==> src/rtl/cnt_dis_min_sec.sv <==
// Minutes:seconds BCD counter with 7-segment display and button-driven set mode.
// RUN counts on ce; SET_MIN / SET_SEC let btn_inc adjust one field mod 60.
// carry_out pulses one cycle after 59:59 wraps to 00:00 (feeds the hour stage).
// Optional macro CNT_DIS_BLINK_EN adds a blink phase that blanks the field being set.
//
// Button handshake: btn_mode / btn_inc are asynchronous levels. Each passes through
// two synchroniser flops and a rising-edge detector, so the action lands on the
// third rising clk edge that samples the button high. Holding a button gives one pulse.
module cnt_dis_min_sec (
  input  logic       clk,
  input  logic       glob_rst_n,
  input  logic       ce,
  input  logic       btn_mode,
  input  logic       btn_inc,
  output logic       carry_out,
  output logic [6:0] seg3,
  output logic [6:0] seg2,
  output logic [6:0] seg1,
  output logic [6:0] seg0,
  output logic [1:0] mode
);

  typedef enum logic [1:0] {
    ST_RUN     = 2'b00,
    ST_SET_MIN = 2'b01,
    ST_SET_SEC = 2'b10
  } state_e;

  state_e     r_state;
  state_e     w_state_nxt;
  logic [2:0] r_mode_sync;
  logic [2:0] r_inc_sync;
  logic [3:0] r_sec_u;
  logic [3:0] r_sec_t;
  logic [3:0] r_min_u;
  logic [3:0] r_min_t;
  logic       r_carry;
  logic       w_mode_pulse;
  logic       w_inc_pulse;
  logic       w_run_tick;
  logic       w_sec_wrap;
  logic       w_min_wrap;
  logic       w_sec_step;
  logic       w_min_step;
  logic       w_blank_min;
  logic       w_blank_sec;

  // Bit 0/1 are the synchroniser, bit 2 remembers the previous synchronised level.
  always_ff @(posedge clk or negedge glob_rst_n) begin
    if (!glob_rst_n) begin
      r_mode_sync <= 3'b000;
      r_inc_sync  <= 3'b000;
    end else begin
      r_mode_sync <= {r_mode_sync[1:0], btn_mode};
      r_inc_sync  <= {r_inc_sync[1:0], btn_inc};
    end
  end

  assign w_mode_pulse = r_mode_sync[1] & ~r_mode_sync[2];
  assign w_inc_pulse  = r_inc_sync[1] & ~r_inc_sync[2];

  // FSM state register.
  always_ff @(posedge clk or negedge glob_rst_n) begin
    if (!glob_rst_n) r_state <= ST_RUN;
    else             r_state <= w_state_nxt;
  end

  // Mode button cycles RUN -> SET_MIN -> SET_SEC -> RUN; the unused code returns to RUN.
  always_comb begin
    w_state_nxt = r_state;
    case (r_state)
      ST_RUN:     if (w_mode_pulse) w_state_nxt = ST_SET_MIN;
      ST_SET_MIN: if (w_mode_pulse) w_state_nxt = ST_SET_SEC;
      ST_SET_SEC: if (w_mode_pulse) w_state_nxt = ST_RUN;
      default:    w_state_nxt = ST_RUN;
    endcase
  end

  assign mode = r_state;

  // An inc pulse coinciding with a mode pulse is dropped; ce only counts in RUN.
  assign w_run_tick = (r_state == ST_RUN) && ce;
  assign w_sec_wrap = (r_sec_t == 4'd5) && (r_sec_u == 4'd9);
  assign w_min_wrap = (r_min_t == 4'd5) && (r_min_u == 4'd9);
  assign w_sec_step = w_run_tick ||
                      ((r_state == ST_SET_SEC) && w_inc_pulse && !w_mode_pulse);
  assign w_min_step = (w_run_tick && w_sec_wrap) ||
                      ((r_state == ST_SET_MIN) && w_inc_pulse && !w_mode_pulse);

  // Seconds field, BCD modulo 60.
  always_ff @(posedge clk or negedge glob_rst_n) begin
    if (!glob_rst_n) begin
      r_sec_u <= 4'd0;
      r_sec_t <= 4'd0;
    end else if (w_sec_step) begin
      if (w_sec_wrap) begin
        r_sec_u <= 4'd0;
        r_sec_t <= 4'd0;
      end else if (r_sec_u == 4'd9) begin
        r_sec_u <= 4'd0;
        r_sec_t <= r_sec_t + 4'd1;
      end else begin
        r_sec_u <= r_sec_u + 4'd1;
      end
    end
  end

  // Minutes field, BCD modulo 60.
  always_ff @(posedge clk or negedge glob_rst_n) begin
    if (!glob_rst_n) begin
      r_min_u <= 4'd0;
      r_min_t <= 4'd0;
    end else if (w_min_step) begin
      if (w_min_wrap) begin
        r_min_u <= 4'd0;
        r_min_t <= 4'd0;
      end else if (r_min_u == 4'd9) begin
        r_min_u <= 4'd0;
        r_min_t <= r_min_t + 4'd1;
      end else begin
        r_min_u <= r_min_u + 4'd1;
      end
    end
  end

  // Carry is registered: high in the cycle after 59:59 rolls to 00:00 while counting.
  always_ff @(posedge clk or negedge glob_rst_n) begin
    if (!glob_rst_n) r_carry <= 1'b0;
    else             r_carry <= w_run_tick && w_sec_wrap && w_min_wrap;
  end

  assign carry_out = r_carry;

`ifdef CNT_DIS_BLINK_EN
  logic r_phase;

  // Blink phase toggles on every ce regardless of state.
  always_ff @(posedge clk or negedge glob_rst_n) begin
    if (!glob_rst_n) r_phase <= 1'b0;
    else if (ce)     r_phase <= ~r_phase;
  end

  assign w_blank_min = r_phase && (r_state == ST_SET_MIN);
  assign w_blank_sec = r_phase && (r_state == ST_SET_SEC);
`else
  assign w_blank_min = 1'b0;
  assign w_blank_sec = 1'b0;
`endif

  // Active-low {g,f,e,d,c,b,a}; non-decimal codes show blank.
  function automatic logic [6:0] seg7(input logic [3:0] d);
    case (d)
      4'd0:    seg7 = 7'b1000000;
      4'd1:    seg7 = 7'b1111001;
      4'd2:    seg7 = 7'b0100100;
      4'd3:    seg7 = 7'b0110000;
      4'd4:    seg7 = 7'b0011001;
      4'd5:    seg7 = 7'b0010010;
      4'd6:    seg7 = 7'b0000010;
      4'd7:    seg7 = 7'b1111000;
      4'd8:    seg7 = 7'b0000000;
      4'd9:    seg7 = 7'b0010000;
      default: seg7 = 7'b1111111;
    endcase
  endfunction

  assign seg3 = w_blank_min ? 7'b1111111 : seg7(r_min_t);
  assign seg2 = w_blank_min ? 7'b1111111 : seg7(r_min_u);
  assign seg1 = w_blank_sec ? 7'b1111111 : seg7(r_sec_t);
  assign seg0 = w_blank_sec ? 7'b1111111 : seg7(r_sec_u);

endmodule

==> config.mk <==
export PLATFORM = sky130hd
export DESIGN_NAME = cnt_dis_min_sec
export DESIGN_NICKNAME = d
export VERILOG_FILES = /design/src/rtl/cnt_dis_min_sec.sv
export SDC_FILE = /design/constraint.sdc
export NUM_CORES = 1
export LEC_CHECK = 0
export ABC_AREA = 1
export ABC_CLOCK_PERIOD_IN_PS = 1450
export CAP_MARGIN = 30
export CORE_MARGIN = 2
export CORE_UTILIZATION = 27
export CTS_BUF_LIST = sky130_fd_sc_hd__clkbuf_8 sky130_fd_sc_hd__clkbuf_16
export DETAILED_ROUTE_END_ITERATION = 8
export PLACE_DENSITY_LB_ADDON = 0.15
export SYNTH_ARGS = -nofsm -noshare
export SYNTH_HDL_FRONTEND = slang
export SYNTH_SLANG_ARGS = --single-unit
==> constraint.sdc <==
create_clock -name clk -period 1.45 [get_ports clk]
set_clock_uncertainty 0.1 [all_clocks]
set_input_delay 0.29 -clock clk [delete_from_list [all_inputs] [get_ports clk]]
set_output_delay 0.29 -clock clk [all_outputs]
set_load 0.02 [all_outputs]
[Word-level counts from Yosys, hierarchy flattened]
Memory sizes are Yosys's and may differ from the RTL's.
Cells that the tools add are included.
Cells by class
  div/mod/pow operators: 0
  multiply operators: 0
  equality and inequality tests: 9
  bitwise operators: 4
  muxes and demuxes: 12
  $lt $le $gt $ge: 0
  reduce and logical (&&, ||, !) cells: 18
  add/subtract/negate cells: 4
  shift-type cells: 0
Operators with widths (count)
  $mux 4: 8
  $add 4x1->4 const B: 4
  $logic_and 1x1->1: 9
  $eq 4x3->1 const B: 2
  $eq 4x4->1 const B: 2
  $mux 2: 3
  $ne 2x2->1 const B: 3
  $pmux 2 s3: 1
  $reduce_and 2->1: 2
  $reduce_bool 2->1: 2
  $reduce_and 3->1: 1
  $and 1x1->1: 2
  $eq 2x1->1 const B: 1
  $eq 2x2->1 const B: 1
  $logic_not 2->1: 1
  $logic_or 1x1->1: 2
  $not 1->1: 2
  $logic_not 1->1: 1
Word-level totals
  input port bits: 5
  bits in read-only memories: 448
  bits in writable memories: 0
  logic and storage cells: 59
  latch bits: 0
  output and inout bits: 31
  register bits: 25
  memories: 4
Memory list
  (name not given): depth 16, bits a word 7, read ports 1, clocked after memory_dff 0, write ports 0, RTL line 152  | case (d)
  (name not given): depth 16, bits a word 7, read ports 1, clocked after memory_dff 0, write ports 0, RTL line 152
  (name not given): depth 16, bits a word 7, read ports 1, clocked after memory_dff 0, write ports 0, RTL line 152
  (name not given): depth 16, bits a word 7, read ports 1, clocked after memory_dff 0, write ports 0, RTL line 152

[Depth between registers and ports, before layout]
  depth in word-level cells: 6
  gate-level depth with buffers: 9
  gate-level depth less buffers: 9

[Worst setup path after synthesis]
OpenSTA, ideal clock, no wires.
  path kind: register to output
  start point: register r_min_u[0]
  end point: output port seg2[3]
  path buffers: 0
  setup slack: -341 ps
  arrival time: 1401 ps
  required time: 1060 ps
  cell stages (with the launch flop): 6
  path through: dfrtp_1 -> inv_1 -> ha_1 -> nand2_1 -> inv_1 -> o21ai_0
On the way
  word-level cells in the longest chain between the ends: 1
RTL lines
  start, declared: RTL line 35  | logic [3:0] r_min_u;
  start signal, assigned: RTL line 121  | r_min_u <= r_min_u + 4'd1;
  $mem_v2 16x7
  end, declared: RTL line 17  | output logic [6:0] seg2,
No other way between the ends.

[Worst setup path in the final report]
  start point: register r_sec_u[0]
  end point: output port seg0[3]
On the way
  word-level cells in the longest chain between the ends: 1
RTL lines
  start, declared: RTL line 33  | logic [3:0] r_sec_u;
  start signal, assigned: RTL line 103  | r_sec_u <= r_sec_u + 4'd1;
  $mem_v2 16x7
  end, declared: RTL line 19  | output logic [6:0] seg0,
No other way between the ends.

==> impl_metrics.yaml <==
drt:
  top_layer: "met4"
  drtIter0Drc: 71
  drc: 0
  drt_wl_total_um: 5570
  via_per_inst: 4.57
  ant_nets: 0
  met3_length_um: 81
  wire_per_inst_um: 11.9
  met2_length_um: 3100
  vias: 2141
  wl_met1_um: 2320
  first_pass_iters: 4
synthesis:
  avgSynthCellArea_um2: 7.24
  synth_top_family_by_area: "simple AND/OR/NAND/NOR gates"
  ys_types: 24
  synthXorXnorAreaFrac_pct: 1.41
  synth_compound_area_share_pct: 11.0
  ys_warn_count: 0
  synth_cells: 257
  synthMuxAreaShare_pct: 0
  synth.yosys.seq_area_share_pct: 33.6
  synth_area_um2: 1860
  yosys.area_share.simple_pct: 30.7
  async_flop_share_pct: 100
  synth-adder-area-share_pct: 13.4
  ys_seq_elements: 25
  synth_ff_type: "dfrtp_1"
  synth_edf_count: 0
  synth_nets: 282
setup_path:
  critPathSlowestCell: "dfrtp_1"
  end_kind: "output pin"
  path_max_fanout: 4
  crit_chain: "inv_2 > ha_4 > nand2_4 > inv_2 > o21ai_4 > buf_6"
  cpPeakStageDelay_ps: 440
  cpLargestDelayFamily: "flip-flops"
  crit_required_ps: 1060
  path_class: "reg2out"
  startpoint_type: "flip-flop"
  cp.buffers_inverters: 3
  arrival_ps: 1440
  cpMostUsedCell: "inv_2"
clocking:
  clockBufferDepth: 2
  clock-sinks: 25
  cts_tree: "yes"
  htreeDepth: 1
  cts_root_buf: "clkbuf_8"
  cts_made_buffers: 3
  clk_latency_ps: 270
  clkTransAtPathRegs_ps: 100
layout:
  antenna_cells: 0
  final_util_pct: 58.9
  nFillCells: 572
  syn2layout_area_growth_pct: 113
  layout_common_cells: "buf_4 (66), buf_6 (56), nand2_1 (41), dfrtp_1 (19), o21ai_2 (17)"
  drive_above_1_share_pct: 69.9
  final_common_cell: "buf_4"
  nets: 415
place:
  io_buffers: 35
  gp_congestion: 0.796
  dpl.hpwl_um: 3650
  pre_cts_slack_ps: -560
die:
  rows: 30
  num_io_pins: 36
  die_x_um: 87.0
  fp.dieArea_um2: 7570
  die_h_um: 87.0
  core_um2: 6720
  initial_core_util_pct: 27.7
timing:
  finalCritPeriodShare_pct: 127
  layout_setup_ws_ps: -384
  slew_headroom_pct: 77.8
  worst_slew_pin_slew_ps: 332
  min_period_ps: 1830
  rsz0062_at_grt: "true"
  hold_viol_final: 0
  report.final.slew_viol_count: 0
  max_freq_mhz: 545
  hold_ws_ps: 250
  finalSetupViolCount: 42
worst_hold_path:
  min_path_type: "in2async"
power_and_ir_drop:
  vdd_ir_drop_max_mv: 0.794
  power_mw: 6.62
  leakagePower_nw: 1.87
  p_per_area_nw_per_um2: 1670
global_routing:
  grt_pass1_wl_um: 8930
  grt_antenna_before_repair: 0
  grt_overflow: 0
  grt_max_degree: 26
  grt_use_total_pct: 14.3
  grt_pass1_vias: 2028
run_status:
  violations: "setup timing"
  status: "finished, violations left"
flow_run:
  maxCapViolCount: 0
registers in the layout (all words and copies together), names as in the netlist:
register     flops
carry_out        1
r_inc_sync       3
r_sec_t          4
r_min_u          4
mode             2
r_min_t          4
r_sec_u          4
r_mode_sync      3
worst paths after layout:
path | start | endpoint | slack [ps] | cells after the start
min in group clk | r_mode_sync[0]$_DFF_PN0_ | r_mode_sync[1]$_DFF_PN0_ | 250 | 0
setup / recovery | r_sec_u[0]$_DFFE_PN0P_ | seg0[3] | -380 | 6
hold reg to reg | r_mode_sync[0]$_DFF_PN0_ | r_mode_sync[1]$_DFF_PN0_ | 250 | 0
hold / removal | glob_rst_n | r_min_t[1]$_DFFE_PN0P_ | 250 | 2
max in group asynchronous | glob_rst_n | r_sec_t[1]$_DFFE_PN0P_ | 820 | 2
setup reg to reg | r_sec_t[1]$_DFFE_PN0P_ | r_min_u[1]$_DFFE_PN0P_ | -240 | 11
layer usage:
layer	global-route usage, %	up-vias
met4	4.26	0
li1	-	1096
met5	0	-
met2	25.7	23
met3	1.61	8
met1	17.9	1014
synth_stat cells, types with 2 or more instances:
| library cell | number | share of area, % |
|---|---|---|
| nand2_1 | 63 | 13 |
| inv_1 | 35 | 7.1 |
| o21ai_0 | 33 | 8.9 |
| nand3_1 | 29 | 7.8 |
| nor2_1 | 26 | 5.2 |
| dfrtp_1 | 25 | 34 |
| ha_1 | 20 | 13 |
| a21oi_1 | 3 | 0.81 |
| buf_6 | 3 | 1.8 |
| nand4_1 | 3 | 1.0 |
| nand2_4 | 2 | 1.2 |
| o211ai_1 | 2 | 0.81 |
| xnor2_1 | 2 | 0.94 |
where the power goes:
part	switching (mW)	internal, mW
Combinational	2.46	2.68
Clock	0.239	0.195
Sequential	0.202	0.845
Total	2.90	3.72
metrics by stage:
step                instance area [um^2]  instances  TNS, ps
floorplan                           2020        257     -759
finish                              3960        469   -11480
detailed placement                  3000        440   -16300
CTS                                 3580        462   -11740
global route                        3960        469   -14810
global placement                    3000        440   -15580
what timing repair did:
action                                 CTS  global route
gates resized for setup                261            87
setup endpoints to repair               46            47
pin swaps                               40            42
buffers inserted                        20             8
endpoints found under the hold margin    0             0
hold buffers                             0             0
layout make-up:
type / instances / area [um^2] / share of cell area (%)
flip-flops and latches: 25 / 633 / 16.0
clock buffers: 3 / 41.3 / 1.04
multi-input cells: 190 / 1750 / 44.2
well taps: 80 / 100 / 2.53
inverters: 37 / 165 / 4.17
repair buffers: 133 / 1260 / 31.8
clock inverters: 1 / 7.51 / 0.190
logic make-up (layout without fill, tap and decap cells):
group / after synthesis / after routing
xor+xnor: 3 / 3
fa+ha+maj: 20 / 20
compound gates: 39 / 39
simple gates: 128 / 128
flops: 25 / 25
buf+inv: 42 / 174
Power figures use the tool's default switching activity.
